--- src/rtl/clk_time_pkg.sv ---
// Shared types and defaults for the minutes/hours stage of the digital clock.
package clk_time_pkg;

   localparam int MIN_LIMIT_DEF  = 60;
   localparam int HOUR_LIMIT_DEF = 24;
   localparam int BCD_IN_W       = 7;

   typedef enum logic {ST_RUN, ST_SET} clk_mode_t;

   typedef logic [7:0] bcd2_t;

endpackage

--- src/rtl/bin2bcd_2digit.sv ---
// Combinational binary (0..99) to packed two-digit BCD {tens,units}.
module bin2bcd_2digit
   import clk_time_pkg::*;
(
   input  logic [BCD_IN_W-1:0] val_i,
   output bcd2_t               bcd_o
);

   logic [3:0]          tens;
   logic [BCD_IN_W-1:0] rem;

   // Repeated subtraction of ten; nine steps cover the full 0..99 range.
   always_comb begin
      tens = 4'd0;
      rem  = val_i;
      for (int t = 0; t < 9; t++) begin
         if (rem >= 7'd10) begin
            rem  = rem - 7'd10;
            tens = tens + 4'd1;
         end
      end
   end

   assign bcd_o = {tens, rem[3:0]};

endmodule

--- src/rtl/clk_min_hour_counter.sv ---
// Minutes/hours stage: counts seconds-overflow edges, supports manual set,
// and drives binary plus registered BCD time to the display.
module clk_min_hour_counter
   import clk_time_pkg::*;
#(
   parameter int MIN_LIMIT  = MIN_LIMIT_DEF,
   parameter int HOUR_LIMIT = HOUR_LIMIT_DEF,
   parameter int MW         = 6,
   parameter int HW         = 5
) (
   input  logic          clk,
   input  logic          rst,
   input  logic          i_sec_ovf,
   input  logic          i_set_mode,
   input  logic          i_inc_min,
   input  logic          i_inc_hour,
   output logic [MW-1:0] o_min,
   output logic [HW-1:0] o_hour,
   output bcd2_t         o_min_bcd,
   output bcd2_t         o_hour_bcd,
   output logic          o_day_ovf,
   output logic          o_set_active
);

   localparam logic [MW-1:0] MIN_MAX  = MW'(MIN_LIMIT - 1);
   localparam logic [HW-1:0] HOUR_MAX = HW'(HOUR_LIMIT - 1);

   clk_mode_t     state_q, state_d;
   logic          sec_ovf_q;
   logic [MW-1:0] min_q, min_d;
   logic [HW-1:0] hour_q, hour_d;
   bcd2_t         min_bcd_q, hour_bcd_q;
   bcd2_t         min_bcd_d, hour_bcd_d;
   logic          day_ovf_q, day_ovf_d;
   logic          set_active_q;
   logic          tick;

   assign tick    = i_sec_ovf & ~sec_ovf_q;
   assign state_d = i_set_mode ? ST_SET : ST_RUN;

   // All decisions use the current state, so a tick arriving with the SET
   // request is still counted in RUN.
   always_comb begin
      min_d     = min_q;
      hour_d    = hour_q;
      day_ovf_d = 1'b0;
      if (state_q == ST_RUN) begin
         if (tick) begin
            if (min_q == MIN_MAX) begin
               min_d = '0;
               if (hour_q == HOUR_MAX) begin
                  hour_d    = '0;
                  day_ovf_d = 1'b1;
               end else begin
                  hour_d = hour_q + 1'b1;
               end
            end else begin
               min_d = min_q + 1'b1;
            end
         end
      end else begin
         if (i_inc_min) begin
            min_d = (min_q == MIN_MAX) ? '0 : min_q + 1'b1;
         end
         if (i_inc_hour) begin
            hour_d = (hour_q == HOUR_MAX) ? '0 : hour_q + 1'b1;
         end
      end
   end

   // BCD is taken from next-state counts so it lands with the binary update.
   bin2bcd_2digit u_min_bcd (
      .val_i (BCD_IN_W'(min_d)),
      .bcd_o (min_bcd_d)
   );

   bin2bcd_2digit u_hour_bcd (
      .val_i (BCD_IN_W'(hour_d)),
      .bcd_o (hour_bcd_d)
   );

   always_ff @(posedge clk or negedge rst) begin
      if (!rst) begin
         state_q      <= ST_RUN;
         sec_ovf_q    <= 1'b0;
         min_q        <= '0;
         hour_q       <= '0;
         min_bcd_q    <= '0;
         hour_bcd_q   <= '0;
         day_ovf_q    <= 1'b0;
         set_active_q <= 1'b0;
      end else begin
         state_q      <= state_d;
         sec_ovf_q    <= i_sec_ovf;
         min_q        <= min_d;
         hour_q       <= hour_d;
         min_bcd_q    <= min_bcd_d;
         hour_bcd_q   <= hour_bcd_d;
         day_ovf_q    <= day_ovf_d;
         set_active_q <= (state_d == ST_SET);
      end
   end

   assign o_min        = min_q;
   assign o_hour       = hour_q;
   assign o_min_bcd    = min_bcd_q;
   assign o_hour_bcd   = hour_bcd_q;
   assign o_day_ovf    = day_ovf_q;
   assign o_set_active = set_active_q;

endmodule

--- config.mk ---
export PLATFORM = sky130hd
export DESIGN_NAME = clk_min_hour_counter
export DESIGN_NICKNAME = d
export VERILOG_FILES = /design/src/rtl/clk_time_pkg.sv /design/src/rtl/bin2bcd_2digit.sv /design/src/rtl/clk_min_hour_counter.sv
export SDC_FILE = /design/constraint.sdc
export NUM_CORES = 1
export LEC_CHECK = 0
export BUFFER_PORTS_ARGS = -buffer_cell sky130_fd_sc_hd__buf_2
export CAP_MARGIN = 20
export CORE_MARGIN = 2
export CORE_UTILIZATION = 32
export DETAILED_ROUTE_END_ITERATION = 8
export GPL_ROUTABILITY_DRIVEN = 0
export PLACE_DENSITY = 0.47
export SLEW_MARGIN = 20
export SYNTH_ARGS = -nofsm -noshare
export SYNTH_HDL_FRONTEND = slang
export SYNTH_SLANG_ARGS = --single-unit
--- constraint.sdc ---
create_clock -name clk -period 15.7 [get_ports clk]
set_input_delay 2.355 -clock clk [delete_from_list [all_inputs] [get_ports clk]]
set_output_delay 2.355 -clock clk [all_outputs]
set_load 0.1 [all_outputs]
Word-level counts from Yosys, hierarchy flattened
Cells that the tools add are included.

Output and inout bits: 29. Register bits: 30. Word-level logic and storage cells: 115. Bits of input ports: 6.

Bitwise operators: 2. Muxes and demuxes: 50. Equal/unequal tests: 2. Add/sub/neg operators: 36. Magnitude comparators: 18.

Operators with widths (number): $ge 7x4->1 const B (16); $mux 7 (16); $sub 7x4->7 const B (14); $mux 4 (18); $add 4x1->4 const B (14); $mux 5 (5); $mux 6 (4); $sub 4x4->4 const B (2); $mux 1 (7); $sub 6x4->7 const B (1); $add 6x1->6 const B (1); $eq 6x6->1 const B (1); $ge 6x4->1 const B (1); $sub 5x4->6 const B (1); $add 5x1->5 const B (1); $eq 5x5->1 const B (1); $ge 5x4->1 const B (1); $add 1x1->2 const B (2); $and 1x1->1 (1); $not 1->1 (1).

Longest topological paths before layout
Gate-level depths: netlist of run 1.

Word-level depth: 23. Gate-level depth with buffers: 72. Gate-level depth less buffers: 70.

Modules after synthesis
A second synthesis of run 1 with hierarchy kept.

Cell total of the unflattened synthesis: 809. Area, all modules: 6463.7 µm².

Modules (own cells, without submodules): bin2bcd_2digit (sequential area each 0.0 µm², area each 2695.1 µm², times used 2, cells each 366); clk_min_hour_counter (sequential area each 750.7 µm², area each 1073.5 µm², times used 1, cells each 77).

Least setup slack after synthesis of run 1
OpenSTA, ideal clock, no wires.

Path kind: input-to-reg. Start point: in i_sec_ovf. End point: reg min_bcd_q[5] (netlist: o_min_bcd[5]). Stages: 65. Path slack: 1.712 ns. Arrival time: 13.863 ns. Data required time: 15.575 ns. Setup time: 0.125 ns. Cells stage by stage: nor3b_2 nor2_1 mux2i_1 inv_1 ha_1 inv_1 a31oi_1 a21oi_1 o211ai_2 xnor2_2 inv_2 ha_1 inv_1 a31oi_4 o311ai_2 a221oi_4 nand2_2 xnor2_1 [29 not listed] inv_1 a21oi_1 o211ai_1 nor2_2 xnor2_1 inv_1 ha_1 and3_1 a211o_1 o311a_4 nor2_2 mux2i_1 ha_1 o211ai_1 nand4_1 o2111ai_1 nor2_2 mux2_4.

Word-level cells in the longest chain between the ends: 21. Elaborated cells between the ends (all ways): 45. Those cells by class: 16 x add/sub; 9 x order compare; 19 x mux; 1 x bitwise.

Ends and longest elaborated chain: start: declaration (line clk_min_hour_counter.sv:13) `input logic i_sec_ovf,`; $and 1x1->1 (*) (line clk_min_hour_counter.sv:38) `assign tick = i_sec_ovf & ~sec_ovf_q;`; $mux 6 (*) (line clk_min_hour_counter.sv:48) `if (tick) begin`; $mux 6 (*) (line clk_min_hour_counter.sv:47) `if (state_q == ST_RUN) begin`; via min_d[1] (line clk_min_hour_counter.sv:30) `logic [MW-1:0] min_q, min_d;`; $sub 6x4->7 or $ge 6x4->1 (tied branches) (line bin2bcd_2digit.sv:18, bin2bcd_2digit.sv:17); $mux 7 or $mux 1 (tied branches) (line bin2bcd_2digit.sv:17) `if (rem >= 7'd10) begin`; $sub 7x4->7 (tied with other cells) (line bin2bcd_2digit.sv:18) `rem = rem - 7'd10;`; $mux 7 or $mux 4 (tied branches) (line bin2bcd_2digit.sv:17); [7 not listed]; $mux 7 or $mux 4 (tied branches) (line bin2bcd_2digit.sv:17); $sub 7x4->7 (tied with other cells) (line bin2bcd_2digit.sv:18); $mux 7 or $mux 4 (tied branches) (line bin2bcd_2digit.sv:17); $sub 7x4->7 (tied with other cells) (line bin2bcd_2digit.sv:18); $mux 7 or $mux 4 (tied branches) (line bin2bcd_2digit.sv:17); $ge 7x4->1 or $add 4x1->4 (tied branches) (line bin2bcd_2digit.sv:17, bin2bcd_2digit.sv:19); $mux 4 (*) (line bin2bcd_2digit.sv:17); via min_bcd_d[5] (line clk_min_hour_counter.sv:33) `bcd2_t min_bcd_d, hour_bcd_d;`; end signal: assignment (line clk_min_hour_counter.sv:97) `min_bcd_q <= min_bcd_d;`; end: declaration (line clk_min_hour_counter.sv:32) `bcd2_t min_bcd_q, hour_bcd_q;`.

The timed path passes the listed nets; every way through them passes the cells marked *.

Worst setup path in the final report of run 1
Start point: in i_sec_ovf. End point: reg min_bcd_q[2] (netlist: o_min_bcd[2]).

Word-level cells in the longest chain between the ends: 21. Elaborated cells between the ends (all ways): 30. Those cells by class: 9 x add/sub; 9 x order compare; 11 x mux; 1 x bitwise.

Ends and longest elaborated chain (line): $and 1x1->1 (*) (clk_min_hour_counter.sv:38); $mux 6 (*) (clk_min_hour_counter.sv:48); $mux 6 (*) (clk_min_hour_counter.sv:47); via min_d[2] (clk_min_hour_counter.sv:30); $sub 6x4->7 or $ge 6x4->1 (tied branches) (bin2bcd_2digit.sv:18, bin2bcd_2digit.sv:17); $mux 7 (*) (bin2bcd_2digit.sv:17); $sub 7x4->7 or $ge 7x4->1 (tied branches) (bin2bcd_2digit.sv:18, bin2bcd_2digit.sv:17); $mux 7 (*) (bin2bcd_2digit.sv:17); [7 not listed]; $mux 7 (*) (bin2bcd_2digit.sv:17); $sub 7x4->7 or $ge 7x4->1 (tied branches) (bin2bcd_2digit.sv:18, bin2bcd_2digit.sv:17); $mux 7 (*) (bin2bcd_2digit.sv:17); $sub 7x4->7 or $ge 7x4->1 (tied branches) (bin2bcd_2digit.sv:18, bin2bcd_2digit.sv:17); $mux 7 (*) (bin2bcd_2digit.sv:17); $ge 7x4->1 or $sub 4x4->4 (tied branches) (bin2bcd_2digit.sv:17, bin2bcd_2digit.sv:18); $mux 4 (*) (bin2bcd_2digit.sv:17); via min_bcd_d[2] (clk_min_hour_counter.sv:33).

Marks and branches as above.

==> flow_metrics.env, run 1 <==
export IMPL_placed_cell_area_mm2=0.00507
export IMPL_synth_cells=582
export IMPL_yosysSeqAreaShare=0.150
export IMPL_hpwl_um=9830
export IMPL_io_pins=35
export IMPL_wirelength_um=12100
export IMPL_yosysMostFrequentCell="nand2_1"
export IMPL_fin_crit_sh=0.921
export IMPL_clkLatencyLatePin_ns=0.27
export IMPL_cts_sinks=28
export IMPL_fp_dieArea_mm2=0.0156
export IMPL_synthFlopType="dfrtp_1"
export IMPL_netlist_top_cells_count="nand2_1 (63), inv_1 (45), ha_1 (39)"
export IMPL_clockBufferDepth=2
export IMPL_tightest_slew_ns=0.964
export IMPL_firstDrtPassIters=4
export IMPL_slowest_stage="a2111oi_2"
export IMPL_initial_utilization=0.325
export IMPL_synthAdderAreaFrac=0.104
export IMPL_critPathMostFrequentCell="inv_1"
export IMPL_maxCapViolCount=0
export IMPL_hold_class="reg2reg"
export IMPL_wl_per_cell_um=15.2
export IMPL_coreArea_mm2=0.0144
export IMPL_netlist_area_mm2=0.00469
export IMPL_synth_seq_cells=28
export IMPL_hold_violations=0
export IMPL_rows=44
export IMPL_drt_iter0_drc=182
export IMPL_yosysUniqueCellTypes=96
export IMPL_final_util=0.363
export IMPL_nets=662
export IMPL_cts_tree="built"
export IMPL_path_class="in2reg"
export IMPL_clockRootBuffer="clkbuf_16"
export IMPL_synth_enable_flop_cells=0
export IMPL_grt_pass1_wl_um=20900
export IMPL_status="completed"
export IMPL_fin_crit_ns=14.45
export IMPL_portBuffers=34
export IMPL_grt_max_degree=29
export IMPL_relSlewSlack=0.347
export IMPL_first_global_vias=4375
export IMPL_antenna_found_initial=0
export IMPL_ys_warn_count=0
export IMPL_reg2reg_slack_ns=2.93
export IMPL_ant_nets=0
export IMPL_cp_start_kind="input pin"
export IMPL_fill_cells=1508
export IMPL_viasPerCell=5.53
export IMPL_multi_input_area_mm2=0.00378
export IMPL_overflow=0
export IMPL_worstPathMaxFanout=9
export IMPL_num_antenna_cells=0
export IMPL_clock_skew_ns=0.00442
export IMPL_synth_xor_area_share=0.0967
export IMPL_synth_avg_cell_area_um2=8.05
export IMPL_groute_usage_overall=0.155
export IMPL_synthArstFlopShare=1.00
export IMPL_syn_to_final_growth_pct=11.7
export IMPL_synth_top_family_by_area="compound AO/OA/AOI/OAI gates"
export IMPL_ys_top_cells_by_area="dfrtp_1 (15%), ha_1 (10%), xnor2_1 (6.0%)"
export IMPL_cts_inserted_buffers=3
export IMPL_slowest_delay_ns=0.50
export IMPL_die_h_um=125
export IMPL_synth_top_area_frac=0.150
export IMPL_path_clk_slew_ns=0.07
export IMPL_synthesis_nets=627
export IMPL_yosys_area_top_type="dfrtp_1"
export IMPL_vias=4421
export IMPL_synth_simple_gate_area_share=0.219
export IMPL_drive_above_1_share=0.196
export IMPL_fmax_mhz=69.2
export IMPL_synth_mux_area_frac=0.0678
export IMPL_critPathCaptureType="flip-flop"
export IMPL_drc=0
export IMPL_ctsHoldBuffers=0
export IMPL_setup_tns_ns=0
export IMPL_synth_compound_area_share=0.308
export IMPL_cp_data_required_time_ns=15.88
export IMPL_critPathArrivalTime_ns=14.63
export IMPL_setup_viol=0
export IMPL_timing_hold_ws_ns=0.670
export IMPL_fin_area_mm2=0.00523
export IMPL_drv_slew=0
export IMPL_die_w_um=125
export IMPL_seq_area_um2=701
export IMPL_htreeDepth=1
## cells by family after synthesis
logic type / after synthesis
AND/OR/NAND/NOR: 196
AO/OA/AOI/OAI: 177
buffers and inverters: 63
XOR/XNOR: 50
adder cells (fa/ha/maj): 39
multiplexers: 29
flip-flops: 28
## per-layer routing
metal  GRT usage  wire [um]
met4      0.0444        197
met1       0.202       5780
met3      0.0167        319
met5           0          0
met2       0.271       5830
## path summary, 6_finish.rpt
path | startpoint | cells past startpoint | endpoint
min | o_hour[3] | 2 | o_hour[3]
max in group asynchronous | rst | 1 | o_min_bcd[1]
max | i_sec_ovf | 70 | o_min_bcd[2]
min in group asynchronous | rst | 1 | o_hour[2]
min reg2reg | o_hour[3] | 2 | o_hour[3]
max reg2reg | o_min_bcd[0] | 69 | o_min_bcd[2]
## through the flow
step / setup slack [ns] / cells
finish: 1.25 / 800
global route: -0.0339 / 800
CTS: 0.922 / 798
detailed placement: 0.707 / 794
global placement: 1.00 / 794
floorplan: 1.71 / 582
## placed cells by master (no fill, tap or decap), types with 12 or more instances in the layout
cell type,instances
nand2_1,63
inv_1,45
ha_1,38
o21ai_0,35
buf_2,34
xnor2_1,30
nor2_1,28
dfrtp_1,28
nand3_1,25
a21oi_1,22
xor2_1,15
and2_1,15
nand4_1,14
mux2_2,13
a21o_1,13
mux2i_1,12
## state kept, by name (all words and copies together), names as in the netlist
name          cells
o_hour_bcd        8
o_min_bcd         8
o_hour            4
o_set_active      1
sec_ovf_q         1
o_day_ovf         1
o_min             5
## timing repair
| item | CTS | global route |
|---|---|---|
| resized for setup | 0 | 8 |
| setup buffers | 0 | 2 |
| setup endpoints to repair | 0 | 7 |
| hold endpoints to repair | 0 | 0 |
## worst max-delay path, delay by kind of cell
family                   cells  cell delay [ns]
AO/OA/AOI/OAI               22             4.72
AND/OR/NAND/NOR             19             2.70
adder cells (fa/ha/maj)      9             1.87
buffers and inverters       16             1.83
multiplexers                 4             1.14
## cell type report
cell class	instances	share of cell area
clock buffers	4	0.0170
flip-flops and latches	28	0.134
inverters	49	0.0356
repair buffers	44	0.0469
multi-input cells	491	0.723
well taps	184	0.0440
Power of run 1 is left out: the tool's default activity adds up to more than one toggle a clock period on the data nets, which glitch-free logic cannot reach.
==> inputs of run 2 (changes only) <==
--- a/config.mk
+++ b/config.mk
@@ -8,10 +8,10 @@
 export BUFFER_PORTS_ARGS = -buffer_cell sky130_fd_sc_hd__buf_2
 export CAP_MARGIN = 20
 export CORE_MARGIN = 2
-export CORE_UTILIZATION = 32
+export CORE_UTILIZATION = 44
 export DETAILED_ROUTE_END_ITERATION = 8
 export GPL_ROUTABILITY_DRIVEN = 0
-export PLACE_DENSITY = 0.47
+export PLACE_DENSITY = 0.6
 export SLEW_MARGIN = 20
 export SYNTH_ARGS = -nofsm -noshare
 export SYNTH_HDL_FRONTEND = slang
==> constraint.sdc (replaced) <==
create_clock -name clk -period 17.5 [get_ports clk]
set_input_delay 2.625 -clock clk [delete_from_list [all_inputs] [get_ports clk]]
set_output_delay 2.625 -clock clk [all_outputs]
set_load 0.1 [all_outputs]
==> flow_metrics.env, run 2 (synthesis results as in run 1) <==
export IMPL_maxCapViolCount=0
export IMPL_wl_per_cell_um=15.4
export IMPL_worstPathMaxFanout=12
export IMPL_firstDrtPassIters=5
export IMPL_fin_ws_ns=1.70
export IMPL_nets=652
export IMPL_coreArea_mm2=0.0103
export IMPL_path_class="in2reg"
export IMPL_fp_dieArea_mm2=0.0115
export IMPL_drc=0
export IMPL_hold_path_startpoint="o_hour[3]"
export IMPL_wirelength_um=11400
export IMPL_hold_class="reg2reg"
export IMPL_ctsResizeCount=0
export IMPL_groute_usage_overall=0.204
export IMPL_timing_rr_end="o_min_bcd[5]"
export IMPL_clkLatencyLatePin_ns=0.28
export IMPL_hold_depth=2
export IMPL_fill_cells=1030
export IMPL_portBuffers=34
export IMPL_rsz0062_at_grt="no"
export IMPL_layout_commonest_cell="nand2_1"
export IMPL_io_pins=35
export IMPL_hpwl_um=9230
export IMPL_slowest_stage="a2111oi_2"
export IMPL_r2r_start="o_set_active"
export IMPL_critPathMostFrequentCell="inv_1"
export IMPL_r2r_cells=62
export IMPL_final_util=0.488
export IMPL_status="completed"
export IMPL_cts_inserted_buffers=3
export IMPL_clockRootBuffer="clkbuf_8"
export IMPL_setup_viol=0
export IMPL_hold_violations=0
export IMPL_htreeDepth=1
export IMPL_die_h_um=107
export IMPL_rows=37
export IMPL_relSlewSlack=0.393
export IMPL_clock_skew_ns=0.00570
export IMPL_clockBufferDepth=2
export IMPL_antenna_found_initial=0
export IMPL_setup_tns_ns=0
export IMPL_slowest_delay_ns=0.45
export IMPL_num_antenna_cells=0
export IMPL_grt_max_degree=29
export IMPL_min_to="o_hour[3]"
export IMPL_die_w_um=107
export IMPL_first_global_vias=4088
export IMPL_critPathArrivalTime_ns=15.97
export IMPL_vias=4372
export IMPL_cp_data_required_time_ns=17.67
export IMPL_grt_pass1_wl_um=19600
export IMPL_tightest_slew_ns=0.897
export IMPL_cts_tree="built"
export IMPL_cts_sinks=28
export IMPL_fin_crit_ns=15.80
export IMPL_overflow=0
export IMPL_path_clk_slew_ns=0.10
export IMPL_drive_above_1_share=0.175
export IMPL_reg2reg_slack_ns=3.63
export IMPL_drt_iter0_drc=302
export IMPL_ant_nets=0
export IMPL_viasPerCell=5.89
export IMPL_place_ws_ns=1.57
export IMPL_fmax_mhz=63.3
export IMPL_syn_to_final_growth_pct=7.42
export IMPL_final_cell_mix="nand2_1 (63), inv_1 (45), ha_1 (39)"
export IMPL_ctsHoldBuffers=0
export IMPL_fin_crit_sh=0.903
export IMPL_post_cts_buffers=0
export IMPL_critPathCaptureType="flip-flop"
export IMPL_initial_utilization=0.454
export IMPL_cp_start_kind="input pin"
export IMPL_drv_slew=0
-- run 2: changes by cell type in the layout (fill, tap and decap cells not counted), sizes merged --
cell / previous run / this run
bufinv: 0 / 1
buf: 44 / 34
clkbuf: 4 / 3
-- run 2: per-layer routing --
metal  track usage  vias up  part of all wire
met3        0.0146       14             0.035
met4        0.0455        0             0.012
met2         0.343       98              0.46
met5             0        -                 0
met1         0.286     2046              0.49
li1              -     2214                 -
-- run 2: layout make-up --
type	count	area (um^2)	share of cell area
clock buffer	3	41.3	0.00820
clock inverter	1	30.0	0.00597
inverter	49	186	0.0370
multi-input combinational	491	3730	0.742
sequential	28	701	0.139
tap	136	170	0.0338
timing repair buffer	34	170	0.0338
-- run 2: per-stage QoR --
stage	cell area, um^2	cells	hold WS (ns)
final	5030	742	0.666
after global routing	5030	742	0.702
after CTS	5030	742	0.665
after detailed placement	4950	738	0.638
after global placement	4950	738	0.643
after floorplan	4690	582	0.699
-- run 2: worst max path at each step --
stage | startpoint | to | slack (ns) | depth (start not counted)
finish | i_sec_ovf | o_min_bcd[5] | 1.70 | 63
detailed placement | i_sec_ovf | o_min_bcd[5] | 1.57 | 63
global route | i_sec_ovf | o_min_bcd[5] | 0.23 | 66
floorplan | i_sec_ovf | o_min_bcd[5] | 3.24 | 65
CTS | i_sec_ovf | o_min_bcd[5] | 1.85 | 63
global placement | i_sec_ovf | o_min_bcd[5] | 2.00 | 65
-- run 2: critical path: cells and delay by family --
family | cells | cell delay [ns]
XOR/XNOR | 3 | 0.97
buffers and inverters | 12 | 1.24
AO/OA/AOI/OAI | 19 | 4.37
adder cells (fa/ha/maj) | 9 | 2.16
AND/OR/NAND/NOR | 16 | 3.18
multiplexers | 4 | 1.41
Power of run 2 is left out for the same reason.
==> inputs of run 3 (changes only) <==
--- a/config.mk
+++ b/config.mk
@@ -5,13 +5,13 @@
 export SDC_FILE = /design/constraint.sdc
 export NUM_CORES = 1
 export LEC_CHECK = 0
-export BUFFER_PORTS_ARGS = -buffer_cell sky130_fd_sc_hd__buf_2
 export CAP_MARGIN = 20
 export CORE_MARGIN = 2
 export CORE_UTILIZATION = 44
 export DETAILED_ROUTE_END_ITERATION = 8
+export DONT_BUFFER_PORTS = 1
 export GPL_ROUTABILITY_DRIVEN = 0
-export PLACE_DENSITY = 0.6
+export PLACE_DENSITY = 0.58
 export SLEW_MARGIN = 20
 export SYNTH_ARGS = -nofsm -noshare
 export SYNTH_HDL_FRONTEND = slang
==> flow_metrics.env, run 3 (synthesis results as in run 1) <==
export IMPL_status="completed"
export IMPL_critPathMostFrequentCell="inv_1"
export IMPL_cp_start_kind="input pin"
export IMPL_initial_utilization=0.454
export IMPL_wl_per_cell_um=15.7
export IMPL_maxCapViolCount=0
export IMPL_nets=622
export IMPL_cts_tree="built"
export IMPL_wl_met3_um=322
export IMPL_relSlewSlack=0.245
export IMPL_seq_area_um2=703
export IMPL_worstPathMaxFanout=12
export IMPL_die_h_um=107
export IMPL_path_clk_slew_ns=0.11
export IMPL_cp_data_required_time_ns=17.66
export IMPL_clockBufferDepth=2
export IMPL_wirelength_um=11100
export IMPL_final_cell_mix="nand2_1 (63), inv_1 (45), ha_1 (39)"
export IMPL_ctsResizeCount=0
export IMPL_hold_depth=3
export IMPL_vias=4268
export IMPL_coreArea_mm2=0.0103
export IMPL_tightest_slew_ns=1.13
export IMPL_setup_viol=0
export IMPL_top_layer="met4"
export IMPL_drive_above_1_share=0.132
export IMPL_clock_skew_ns=0.0148
export IMPL_m1WireLength_um=5490
export IMPL_die_w_um=107
export IMPL_fin_crit_ns=15.84
export IMPL_fmax_mhz=63.1
export IMPL_hold_violations=0
export IMPL_grt_pass1_wl_um=19200
export IMPL_hold_class="reg2reg"
export IMPL_final_util=0.471
export IMPL_viasPerCell=5.99
export IMPL_num_antenna_cells=0
export IMPL_r2r_cells=63
export IMPL_layout_commonest_cell="nand2_1"
export IMPL_fin_area_mm2=0.00486
export IMPL_clkLatencyLatePin_ns=0.28
export IMPL_groute_usage_overall=0.198
export IMPL_critPathCaptureType="flip-flop"
export IMPL_first_global_vias=4024
export IMPL_antenna_found_initial=0
export IMPL_rows=37
export IMPL_path_class="in2reg"
export IMPL_slowest_stage="mux2i_1"
export IMPL_drv_slew=0
export IMPL_cts_inserted_buffers=3
export IMPL_fin_crit_sh=0.905
export IMPL_drt_iter0_drc=246
export IMPL_grt_max_degree=29
export IMPL_dr_wl_met2_um=5230
export IMPL_io_pins=35
export IMPL_hpwl_um=9020
export IMPL_cts_sinks=28
export IMPL_rsz0062_at_grt="no"
export IMPL_hold_path_startpoint="sec_ovf_q"
export IMPL_multi_input_area_mm2=0.00373
export IMPL_drc=0
export IMPL_slowest_delay_ns=0.49
export IMPL_reg2reg_slack_ns=2.91
export IMPL_r2r_start="o_set_active"
export IMPL_ant_nets=0
export IMPL_syn_to_final_growth_pct=3.76
export IMPL_timing_rr_end="o_min_bcd[5]"
export IMPL_fp_dieArea_mm2=0.0115
export IMPL_ctsHoldBuffers=0
export IMPL_clockRootBuffer="clkbuf_8"
export IMPL_placed_cell_area_mm2=0.00482
export IMPL_fill_cells=1007
export IMPL_firstDrtPassIters=6
export IMPL_post_cts_buffers=0
export IMPL_htreeDepth=1
export IMPL_setup_tns_ns=0
export IMPL_portBuffers=0
export IMPL_min_to="o_min[2]"
export IMPL_overflow=0
export IMPL_critPathArrivalTime_ns=16.00
run 3: cell types whose count changed in the layout (fill, tap and decap cells not counted), sizes merged:
cell / before / now
bufinv: 1 / 0
clkbuf: 3 / 4
buf: 34 / 4
run 3: per-layer routing:
metal / track usage / vias to the layer above
li1: - / 2151
met1: 0.272 / 2040
met2: 0.343 / 69
met3: 0.0128 / 8
met4: 0.0380 / 0
met5: 0 / -
run 3: worst max-delay path by stage:
stage,end,start
3_3_place_gp,o_min_bcd[5],i_sec_ovf
3_5_place_dp,o_min_bcd[5],i_sec_ovf
4_1_cts,o_min_bcd[5],i_sec_ovf
5_1_grt,o_min_bcd[5],i_sec_ovf
2_1_floorplan,o_min_bcd[5],i_sec_ovf
6_report,o_min_bcd[5],i_sec_ovf
run 3: final cells by class:
class | count | area share
clock buffer | 4 | 0.00926
inverter | 49 | 0.0383
multi-input combinational | 491 | 0.767
sequential | 28 | 0.145
tap | 136 | 0.0350
timing repair buffer | 4 | 0.00618
run 3: worst max-delay path, delay by kind of cell:
family | cells | cell delay [ns]
buffers and inverters | 11 | 1.12
multiplexers | 4 | 1.52
AND/OR/NAND/NOR | 17 | 3.24
XOR/XNOR | 2 | 0.74
AO/OA/AOI/OAI | 20 | 4.49
adder cells (fa/ha/maj) | 9 | 2.21
run 3: through the flow:
step | std cells | setup WS, ns | hold WS, ns
after floorplan | 582 | 3.24 | 0.699
after global placement | 708 | 1.91 | 0.854
after detailed placement | 708 | 1.45 | 0.838
after CTS | 712 | 1.70 | 0.872
after global routing | 712 | 0.281 | 0.939
final | 712 | 1.66 | 0.875
Power of run 3 is left out for the same reason.
